### src/rtl/seg7_scan_pkg.sv
// Shared definitions for the multiplexed 7-segment scanner: per-digit byte
// layout and the hex-to-segment table (active-high, gfedcba in bits 6..0).
package seg7_scan_pkg;

  // Byte layout: [3:0] hex value, [4] blank, [6:5] reserved, [7] decimal point.
  typedef struct packed {
    logic       dp;
    logic [1:0] rsvd;
    logic       blank;
    logic [3:0] hex;
  } digit_t;

  function automatic logic [6:0] hex7(input logic [3:0] value);
    logic [6:0] segs;
    case (value)
      4'h0:    segs = 7'h3F;
      4'h1:    segs = 7'h06;
      4'h2:    segs = 7'h5B;
      4'h3:    segs = 7'h4F;
      4'h4:    segs = 7'h66;
      4'h5:    segs = 7'h6D;
      4'h6:    segs = 7'h7D;
      4'h7:    segs = 7'h07;
      4'h8:    segs = 7'h7F;
      4'h9:    segs = 7'h6F;
      4'hA:    segs = 7'h77;
      4'hB:    segs = 7'h7C;
      4'hC:    segs = 7'h39;
      4'hD:    segs = 7'h5E;
      4'hE:    segs = 7'h79;
      default: segs = 7'h71;
    endcase
    return segs;
  endfunction

endpackage

### src/rtl/seg7_scan_hex7_decode.sv
// Purely combinational hex digit to active-high segment decoder.
module hex7_decode
  import seg7_scan_pkg::*;
(
  input  logic [3:0] value,
  output logic [6:0] segments
);

  assign segments = hex7(value);

endmodule

### src/rtl/seg7_scan.sv
// Time-multiplexed 7-segment scanner: one slot of PRESCALE cycles per digit,
// a dead-time gap at the start of each slot, and a per-frame snapshot of data_in.
module seg7_scan
  import seg7_scan_pkg::*;
#(
  parameter int DIGITS     = 4,
  parameter int PRESCALE   = 1000,
  parameter int DEADTIME   = 2,
  parameter int ACTIVE_LOW = 1
) (
  input  logic                  clk,
  input  logic                  reset,
  input  logic [DIGITS*8-1:0]   data_in,
  output logic [6:0]            seg,
  output logic                  dp,
  output logic [DIGITS-1:0]     an,
  output logic                  frame
);

  localparam int CNT_W = $clog2(PRESCALE);
  localparam int IDX_W = (DIGITS > 1) ? $clog2(DIGITS) : 1;

  // XOR masks that turn active-high internal values into pin polarity.
  localparam logic              POL    = (ACTIVE_LOW != 0);
  localparam logic [DIGITS-1:0] AN_OFF = {DIGITS{POL}};
  localparam logic [6:0]        SEG_OFF = {7{POL}};

  logic [CNT_W-1:0]    cnt;
  logic [IDX_W-1:0]    idx;
  logic [DIGITS*8-1:0] shadow;

  logic cnt_wrap;
  logic idx_wrap;
  logic load;

  assign cnt_wrap = (cnt == CNT_W'(PRESCALE - 1));
  assign idx_wrap = (idx == IDX_W'(DIGITS - 1));
  assign load     = (cnt == '0) && (idx == '0);

  digit_t     sel;
  logic [6:0] dec_seg;
  logic       unused_rsvd;

  // NOTE: every always_comb output gets a default first so no path infers a latch.
  always_comb begin
    sel = '0;
    for (int i = 0; i < DIGITS; i++) begin
      if (idx == IDX_W'(i)) sel = shadow[i*8 +: 8];
    end
  end

  assign unused_rsvd = ^sel.rsvd;

  hex7_decode u_decode (
    .value    (sel.hex),
    .segments (dec_seg)
  );

  logic [DIGITS-1:0] an_next;
  logic [6:0]        seg_next;
  logic              dp_next;

  // Active-high view of the next pin state; the dead-time gap keeps every anode off.
  always_comb begin
    an_next  = '0;
    seg_next = '0;
    dp_next  = 1'b0;
    if (cnt >= CNT_W'(DEADTIME)) begin
      for (int i = 0; i < DIGITS; i++) an_next[i] = (idx == IDX_W'(i));
      if (!sel.blank) begin
        seg_next = dec_seg;
        dp_next  = sel.dp;
      end
    end
  end

  // NOTE: state uses non-blocking assignments; reset is synchronous, so it is only
  // seen on a clock edge, and the shadow register is cleared along with everything else.
  always_ff @(posedge clk) begin
    if (reset) begin
      cnt    <= '0;
      idx    <= '0;
      shadow <= '0;
      frame  <= 1'b0;
      an     <= AN_OFF;
      seg    <= SEG_OFF;
      dp     <= POL;
    end else begin
      cnt <= cnt_wrap ? '0 : cnt + 1'b1;
      if (cnt_wrap) idx <= idx_wrap ? '0 : idx + 1'b1;
      if (load) shadow <= data_in;
      frame <= load;
      an    <= an_next ^ AN_OFF;
      seg   <= seg_next ^ SEG_OFF;
      dp    <= dp_next ^ POL;
    end
  end

endmodule

### config.mk
export PLATFORM = sky130hd
export DESIGN_NAME = seg7_scan
export DESIGN_NICKNAME = d
export VERILOG_FILES = /design/src/rtl/seg7_scan_pkg.sv /design/src/rtl/seg7_scan_hex7_decode.sv /design/src/rtl/seg7_scan.sv
export SDC_FILE = /design/constraint.sdc
export NUM_CORES = 1
export LEC_CHECK = 0
export BUFFER_PORTS_ARGS = -buffer_cell sky130_fd_sc_hd__buf_2
export CAP_MARGIN = 20
export CORE_MARGIN = 2
export CORE_UTILIZATION = 54
export CTS_CLUSTER_SIZE = 30
export DETAILED_ROUTE_END_ITERATION = 7
export GPL_TIMING_DRIVEN = 1
export MAX_ROUTING_LAYER = met4
export PLACE_DENSITY = 0.82
export SYNTH_ARGS = -nofsm -noshare
export SYNTH_HDL_FRONTEND = slang
export SYNTH_SLANG_ARGS = --single-unit
### constraint.sdc
create_clock -name clk -period 2.8 [get_ports clk]
set_input_delay 0.14 -clock clk [delete_from_list [all_inputs] [get_ports clk]]
set_output_delay 0.14 -clock clk [all_outputs]
set_load 0.005 [all_outputs]
* After elaboration in Yosys (flattened, before gate mapping)
Memory sizes are Yosys's and may differ from the RTL's.
Cells that the tools add are included.
** Cells by class
- Eq/ne operators :: 4
- Multiplexer cells :: 10
- Order comparisons :: 1
- Bitwise gates (word level) :: 3
- $add $sub $neg :: 2
- Reductions and logical operators :: 4
** Operator list (number)
- $mux W8 :: 4
- $mux W7 :: 2
- $add A10 B1 Y10 const B :: 1
- $eq A10 B10 Y1 const B :: 1
- $ge A10 B2 Y1 const B :: 1
- $logic_not A10 Y1 :: 1
- $not A7 Y7 :: 1
- $eq A2 B2 Y1 const B :: 2
- $mux W4 :: 1
- $not A4 Y4 :: 1
- $add A2 B1 Y2 const B :: 1
- $eq A2 B1 Y1 const B :: 1
- $logic_not A2 Y1 :: 1
- $mux W1 :: 2
- $mux W2 :: 1
- $reduce_or A2 Y1 :: 1
- $logic_and A1 B1 Y1 :: 1
- $not A1 Y1 :: 1
** Storage, ports and cells
- Input port bits :: 34
- Output and inout bits :: 13
- Word-level logic and storage cells :: 32
- Memories :: 1
- ROM bits :: 112
- Register bits after elaboration :: 57
** Memories
- (name not given) :: words 16, width 7, read ports 1, clocked after memory_dff 0, write ports 0, line seg7_scan_pkg.sv:15 : case (value)

* Depth between registers and ports, before layout
Gate-level depths: netlist of the first run.
An unclocked memory read counts as a cell.
- Depth in word-level cells :: 9
- Gate-level depth with buffers :: 10
- Gate-level depth less buffers :: 10

* By module
From an unflattened synthesis of the first run, not the netlist that was laid out.
** Second synthesis, totals
- Cell total of the unflattened synthesis :: 274
- Area, all modules :: 2449.8 µm²
** By module, submodules not included
- seg7_scan :: cells each 241, sequential area each 980.9 µm², area each 2159.6 µm², instances 1
- hex7_decode :: cells each 33, sequential area each 0.0 µm², area each 290.3 µm², instances 1

* Worst setup path before layout of the first run
OpenSTA, ideal clock, no wires.
- Path type :: register to register
- Start :: register idx[1]
- End :: register seg[3]
- Path slack :: 0.711 ns
- Path buffers :: 0
- Setup time :: 0.126 ns
- Required time :: 2.674 ns
- Cell stages (with the launch flop) :: 11
- Data arrival time :: 1.962 ns
- Clock period less this slack :: 2.089 ns
- Cells stage by stage :: dfxtp_1 inv_1 ha_1 and2b_1 a22oi_1 a221oi_2 inv_1 ha_1 a21oi_1 a22o_1 nand2_1
** Between the ends
- Longest elaborated chain between the ends :: 9
- Elaborated cells between the ends (all ways) :: 12
- Those cells by class :: eq/ne (3); mux (6); bitwise (1); reduce/logical (1); memory (1)
** RTL lines
- from (decl) :: line seg7_scan.sv:29 : logic [IDX_W-1:0] idx;
- from (signal assigned) :: line seg7_scan.sv:90 : if (cnt_wrap) idx <= idx_wrap ? '0 : idx + 1'b1;
- $logic_not A2 Y1 :: line seg7_scan.sv:48 : if (idx == IDX_W'(i)) sel = shadow[i*8 +: 8];
- $mux W8 (3 in a row) :: line seg7_scan.sv:48
- $mux W8 (*) :: line seg7_scan.sv:48
- $mem_v2 Z16 W7
- $mux W7 (*) :: line seg7_scan.sv:70 : if (!sel.blank) begin
- $mux W7 (*) :: line seg7_scan.sv:68 : if (cnt >= CNT_W'(DEADTIME)) begin
- $not A7 Y7 (no line) (*)
- to (signal assigned) :: line seg7_scan.sv:94 : seg <= seg_next ^ SEG_OFF;
- to (decl) :: line seg7_scan.sv:14 : output logic [6:0] seg,
Every way passes the cells marked *; elsewhere a longest branch is shown, timed or not.
A chain may end at the register's enable or synchronous reset.

* Worst setup path in the final report of the first run
- Start :: register idx[1]
- End :: register seg[4]
The elaborated chain is that of the path after synthesis.

==> results by group, run 1 <==
Outcome
  • Status: finished, final reports clean

Die
  • Core Box Area: 4000 sq um
  • Die X: 68.5 um
  • I/O pins: 47
  • Die height: 68.5 um
  • # rows: 23
  • Die area: 4700 sq um
  • Initial core utilization: 56.2%

Placed design
  • Final Wtd Congestion: 0.783
  • Port Buffers: 38
  • Post-DP Area: 2470 sq um
  • Final HPWL DP: ~3000 um

Synthesis
  • Seq/Total Area, Yosys: 43.6%
  • Synth Flop Type: dfxtp_1
  • Yosys reg bits: 49
  • Netlist Area Pre-Place: around 2200 sq um
  • FFs w/ async S/R, synth: 0%
  • Synth warnings: 0
  • Cells after Synth: roughly 230
  • EDFF count, synth: 0
  • Library cells used by synthesis: 43
  • Syn Nets: 281
  • Avg Cell Area, Syn: a little under 10 sq um

STA
  • Final Cycle Share: 84.1%
  • Slew of the pin with the lowest slew margin: about 0.56 ns
  • RSZ-0062 raised after global routing: false
  • Min cycle time layout: 2.35 ns
  • Slew margin rel.: 62.7%
  • Fin. Hold Viols: 0
  • Max Clk Rate: 425 MHz
  • Setup_tns: 0 ns
  • Slew Limit Fails: 0
  • Final setup vio count: 0
  • Skew final: a little over 0.006 ns

Setup path
  • Reg-to-reg startpoint: idx[1]$_SDFFE_PP0P_
  • R2R cell count: 9
  • Largest delay share family, worst path: compound AO/OA/AOI/OAI gates
  • Crit path DAT: 2.51 ns
  • Critical path peak fanout: 6
  • RR Endpoint: seg[4]$_SDFF_PP1_
  • CP required: between 2 and 3 ns
  • CP endpoint kind: register
  • Internal reg-to-reg setup slack: 0.45 ns
  • Startpoint Class: register
  • Crit Path Category: register to register
  • Crit-path cells: inv_1, ha_1, and2b_1, a22oi_1, a221oi_2, inv_1, ha_1, mux2i_1, o221ai_1
  • Largest stage delay, worst path: 0.47 ns
  • CP max-delay cell: a221oi_2
  • Buffers & Inverters on Critical Path: 2

Global routing
  • Met2 usage: between 30% and 40%
  • Vias in the first global route: 1598
  • GRT met3 Usage: 5.19%
  • Global routing met1 resource utilization: 24.1%
  • Global route hottest layer: met2
  • GR Overflow Total: 0
  • Largest net degree at the start of global routing: 32
  • Initial antenna violation count: 0
  • Global-route wire length before repair: 6920 um
  • GRT Overall Usage: 20.2%

Drt
  • Post-DR vias/cell: 5.21
  • Initial DRC count: 104
  • DRT Pass-1 Iters: 4
  • Final ANT Viol Nets: 0
  • Wire per inst: 12.8 um
  • Vias: roughly 1700
  • # DRC: 0
  • Routed WL: ~4200 um

Hold path
  • Worst hold path cell count: 3
  • Worst Hold End: shadow[12]$_SDFFE_PP0P_
  • Worst Hold Class: input pin to register
  • Worst hold start: data_in[12]

Clock tree
  • CTS tree: done
  • Post-cts sizing count: 0
  • H-tree levels: 2
  • Clk buf depth: 2
  • Post-CTS Repair Setup Buffers: 0
  • Clock-pin slew on the worst setup and hold paths: 0.08 ns
  • CTS Buf Count: 5
  • Root Buffer: clkbuf_8
  • Worst-Skew Late Latency: 0.29 ns
  • Clock sink total: 49
  • Cts hold-fix bufs: 0

Final layout
  • Share of cells above drive strength 1: 21.1%
  • Nets: 321
  • P&R area growth vs syn: 15.2%
  • Antenna Cells: 0
  • Final instance area: 2590 sq um

Job
  • Max-cap violation count: 0

Power
  • Leakage: 1.12 nW
  • PD cells: 587 nW/um^2
  • Tot Pwr: between 1.5 and 2 mW
  • Peak VDD IR: 274 uV
how the worst max path moves through the flow:
stage	end	slack [ns]	cells past startpoint	startpoint
detailed placement	seg[4]$_SDFF_PP1_	0.47	9	idx[1]$_SDFFE_PP0P_
global route	seg[4]$_SDFF_PP1_	0.26	8	idx[0]$_SDFFE_PP0P_
global placement	seg[4]$_SDFF_PP1_	0.55	9	idx[1]$_SDFFE_PP0P_
finish	seg[4]$_SDFF_PP1_	0.45	9	idx[1]$_SDFFE_PP0P_
floorplan	seg[3]$_SDFF_PP1_	0.71	10	idx[1]$_SDFFE_PP0P_
CTS	seg[4]$_SDFF_PP1_	0.45	9	idx[1]$_SDFFE_PP0P_
worst register-to-register path, stage by stage (launching register included):
cell and delay [ns]:
dfxtp_1 0.39, inv_1 0.08, ha_1 0.22, and2b_1 0.22, a22oi_1 0.09, a221oi_2 0.47, inv_1 0.16, ha_1 0.31
mux2i_1 0.15, o221ai_1 0.13
power by group:
group	total, mW	switching [mW]	internal [mW]
clock	0.512	0.220	0.291
sequential	0.773	0.0254	0.748
combinational	0.235	0.122	0.113
layout make-up:
type | count | area (sq um)
Fill cell | 319 | 1410
Multi-Input combinational cell | 163 | 1150
Sequential cell | 49 | 981
Timing Repair Buffer | 44 | 235
Clock buffer | 7 | 86.3
Tap cell | 50 | 62.6
Inverter | 11 | 41.3
Clock inverter | 1 | 30.0
state kept, by name, summed over array words and instances, names as in the netlist:
register / flops
shadow: 24
frame: 1
an: 4
idx: 2
seg: 7
dp: 1
cnt: 10
placed cells by master, fill, tap and decap left out, types with 2 or more instances in the layout:
master     n
a21oi_1    7
nor2_1    41
buf_4      6
nand3b_1   3
o21ai_0    2
nor3b_1    4
a22oi_1    2
mux2i_1   27
buf_2     38
a221oi_2   2
nand4_1    3
dfxtp_1   49
o221ai_1   4
clkbuf_8   6
nand2_1   16
nand2b_1   3
xor2_1     4
o21ai_1    2
nor2b_1    5
inv_1     11
and4_1     2
ha_1      13
xnor2_1    4
synthesized netlist by cell type, types with 2 or more instances:
master,number,area (sq um)
buf_6,3,33.8
dfxtp_1,49,981
nand3b_1,3,22.5
a22oi_1,2,15.0
inv_1,11,41.3
and4_1,2,17.5
mux2i_1,27,270
clkbuf_1,4,15.0
ha_1,13,163
a221oi_2,2,30.0
xnor2_1,4,35.0
o221ai_1,4,35.0
xor2_1,4,35.0
nor3b_1,4,30.0
nor2b_1,5,31.3
nand2b_1,3,18.8
nand4_1,3,18.8
nor2_1,41,154
nand2_1,16,60.1
buf_2,3,15.0
o21ai_0,2,10.0
o21ai_1,2,10.0
a21oi_1,7,35.0
routing by layer:
metal	share of wire (%)	wire, um	up-vias
li1	-	-	870
met1	45	1880	789
met4	0.96	40	0
met2	50	2080	30
met3	4.2	177	4
met5	0	0	-
cells by family after synthesis:
| logic type | share of synthesized area, % |
|---|---|
| simple gates | 18.7 |
| flops | 43.6 |
| mux | 12.5 |
| compound gates | 9.79 |
| buf+inv | 5.01 |
| fa+ha+maj | 7.23 |
| xor+xnor | 3.12 |
through the flow:
| stage | utilization [%] | setup slack (ns) | cells | hold slack [ns] |
|---|---|---|---|---|
| floorplan | - | 0.711 | 234 | 0.278 |
| global placement | 61.9 | 0.551 | 317 | 0.376 |
| detailed placement | 61.9 | 0.468 | 317 | 0.384 |
| CTS | 64.8 | 0.453 | 325 | 0.0749 |
| global route | 64.8 | 0.260 | 325 | 0.0735 |
| finish | 64.8 | 0.446 | 325 | 0.0769 |
Note: power is estimated with default switching activity, not from simulation.
==> inputs of run 2 (changes only) <==
==> constraint.sdc (replaced) <==
create_clock -name clk -period 2.35 [get_ports clk]
set_input_delay 0.1175 -clock clk [delete_from_list [all_inputs] [get_ports clk]]
set_output_delay 0.1175 -clock clk [all_outputs]
set_load 0.005 [all_outputs]
==> run 2 against run 1 <==
Routed wire length shrank 1.7%. Sequential share of layout area down 0.13 points. Global-route usage shrank 0.56 points. Largest cell class unchanged. Largest power group unchanged. Highest routed layer unchanged.
==> results by group, run 2 (synthesis gave the netlist of run 1 again) <==
Outcome
  • Status: finished, final reports clean

Placed design
  • Final HPWL DP: 3050 um (+0.17%)
  • Port Buffers: 38 (unchanged)
  • Cells after DPL: 320 (+0.95%)
  • Final Wtd Congestion: 0.787 (+0.51%)
  • Place WS: 0.0514 ns (-0.417 ns)
  • Post-DP Area: 2500 sq um (+0.91%)

Die
  • Die height: 68.5 um (unchanged)
  • I/O pins: 47 (unchanged)
  • # rows: 23 (unchanged)
  • Initial core utilization: 56.2% (unchanged)
  • Core Box Area: 4000 sq um (unchanged)
  • Die X: 68.5 um (unchanged)
  • Die area: 4700 sq um (unchanged)

Clock tree
  • Cts hold-fix bufs: 0 (unchanged)
  • H-tree levels: 2 (unchanged)
  • Clk buf depth: 2 (unchanged)
  • Clock-pin slew on the worst setup and hold paths: 0.08 ns (about the same)
  • CTS tree: done
  • CTS Buf Count: 5 (unchanged)
  • Root Buffer: clkbuf_8
  • Clock sink total: 49 (unchanged)
  • Worst-Skew Late Latency: 0.30 ns (about the same)

Setup path
  • Largest stage delay, worst path: 0.37 ns (-0.10 ns)
  • R2R cell count: 9 (unchanged)
  • CP endpoint kind: register
  • Crit path DAT: 2.32 ns (-0.19 ns)
  • CP max-delay cell: a221oi_4
  • RR Endpoint: seg[4]$_SDFF_PP1_
  • CP required: 2.50 ns (-0.46 ns)
  • Reg-to-reg startpoint: idx[1]$_SDFFE_PP0P_
  • Crit-path cells: inv_1, ha_1, and2b_1, a22oi_1, a221oi_4, inv_1, ha_1, mux2i_1, o221ai_1
  • Startpoint Class: register
  • Critical path peak fanout: 6 (unchanged)
  • Crit path launch: idx[1]$_SDFFE_PP0P_
  • CP endpoint: seg[4]$_SDFF_PP1_
  • Internal reg-to-reg setup slack: 0.18 ns (-0.26 ns)
  • Crit Path Category: register to register

STA
  • Fin. Hold Viols: 0 (unchanged)
  • Slew Limit Fails: 0 (unchanged)
  • Max Clk Rate: 461 MHz (+8.6%)
  • RSZ-0062 raised after global routing: false
  • Skew final: 0.00727 ns (+0.00109 ns)
  • Setup_tns: 0 ns (unchanged)
  • Final Cycle Share: 92.3% (+8.2 points)
  • Slack of the critical path: 0.182 ns (-0.264 ns)
  • Min cycle time layout: 2.17 ns (-0.186 ns)
  • Slew margin rel.: 63.1% (+0.39 points)
  • Worst hold slack: 0.0527 ns (-0.0242 ns)
  • Slew of the pin with the lowest slew margin: 0.553 ns (-0.00586 ns)
  • Final setup vio count: 0 (unchanged)

Final layout
  • Non-filler cells, final: 328 (+0.92%)
  • Antenna Cells: 0 (unchanged)
  • Share of cells above drive strength 1: 22.3% (+1.2 points)
  • Nets: 325 (+1.2%)
  • Commonest non-fill, non-tap cell in the layout: dfxtp_1
  • Biggest regs: shadow: 24 flops, cnt: 10 flops, seg: 7 flops
  • Util after Layout: 65.1% (+0.31 points)
  • Most frequent cells in the layout: 48 x dfxtp_1, 41 x nor2_1, 38 x buf_2
  • Top reg by flops: shadow
  • Largest register FFs: 24 (unchanged)
  • Storage cell area: 982 sq um (+0.13%)
  • Area of the multi-input gates: 1170 sq um (+0.98%)
  • Final instance area: 2600 sq um (+0.48%)
  • Fillcell total: 342 (+7.2%)
  • P&R area growth vs syn: 15.8%

Drt
  • Wire per inst: 12.5 um (-2.6%)
  • Routed WL: 4110 um (-1.7%)
  • Initial DRC count: 90 (-13%)
  • WL met2: 2020 um (-2.6%)
  • Post-DR vias/cell: 5.17 (-0.80%)
  • DRT Pass-1 Iters: 4 (unchanged)
  • Highest Signal Layer: met4
  • Vias: 1695 (+0.12%)
  • Met1 Wirelength: 1820 um (-3.5%)
  • # DRC: 0 (unchanged)
  • Final ANT Viol Nets: 0 (unchanged)
  • DR WL met3: 178 um (+0.56%)

Global routing
  • GRT Overall Usage: 19.6% (-0.56 points)
  • Global-route wire length before repair: 6490 um (-6.2%)
  • Largest net degree at the start of global routing: 32 (unchanged)
  • GR Overflow Total: 0 (unchanged)
  • Initial antenna violation count: 0 (unchanged)
  • Vias in the first global route: 1532 (-4.1%)

Power
  • Peak VDD IR: 313 uV (+14%)
  • PD cells: 649 nW/um^2 (+11%)
  • Tot Pwr: 1.69 mW (+11%)
  • Leakage: 1.12 nW (+0.68%)

Hold path
  • Worst Hold Class: input pin to register
  • Worst hold path cell count: 3 (unchanged)

Job
  • Max-cap violation count: 0 (unchanged)
-- run 2: cell types whose count changed in the layout (fill, tap and decap cells not counted) --
cell       delta
buf_4         +4
a221oi_4      +1
dfxtp_1       -1
bufinv_16     -1
dfxtp_2       +1
a221oi_2      -1
-- run 2: final cells by class --
class | count | area share [%]
Timing Repair Buffer | 48 | 10.2
Inverter | 11 | 1.59
Sequential cell | 49 | 37.7
Clock buffer | 7 | 3.32
Multi-Input combinational cell | 163 | 44.8
Tap cell | 50 | 2.40
-- run 2: timing repair --
item                                    in CTS  in global routing
setup buffers                                0                  1
gates resized for setup                      0                  2
endpoints found under the setup margin       0                  6
endpoints found under the hold margin        0                  0
-- run 2: worst max-delay path: cells and delay by family, from the launching register on --
kind                       cells  cell delay, ns
AOI/OAI and AO/OA              3            0.61
adders and majority gates      2            0.50
buffers and inverters          2            0.20
DFF                            1            0.36
muxes                          1            0.15
and+or+nand+nor                1            0.22
-- run 2: metal layers --
metal,GRT usage (%),up-vias
met5,-,-
met4,9.75,0
met3,5.52,9
met2,32.6,34
met1,21.5,776
li1,-,876
-- run 2: how the worst min path moves through the flow --
| stage | slack, ns | startpoint | end |
|---|---|---|---|
| 2_1_floorplan | 0.26 | reset | an[1]$_SDFF_PP1_ |
| 3_3_place_gp | 0.35 | data_in[24] | shadow[24]$_SDFFE_PP0P_ |
| 3_5_place_dp | 0.36 | data_in[1] | shadow[1]$_SDFFE_PP0P_ |
| 4_1_cts | 0.04 | data_in[1] | shadow[1]$_SDFFE_PP0P_ |
| 5_1_grt | 0.05 | data_in[28] | shadow[28]$_SDFFE_PP0P_ |
| 6_report | 0.05 | data_in[1] | shadow[1]$_SDFFE_PP0P_ |
-- run 2: power breakdown --
part           internal (mW)  total (mW)  switching [mW]
clock network          0.234       0.483           0.250
registers              0.891       0.922          0.0313
logic                  0.140       0.283           0.143
total                   1.26        1.69           0.424
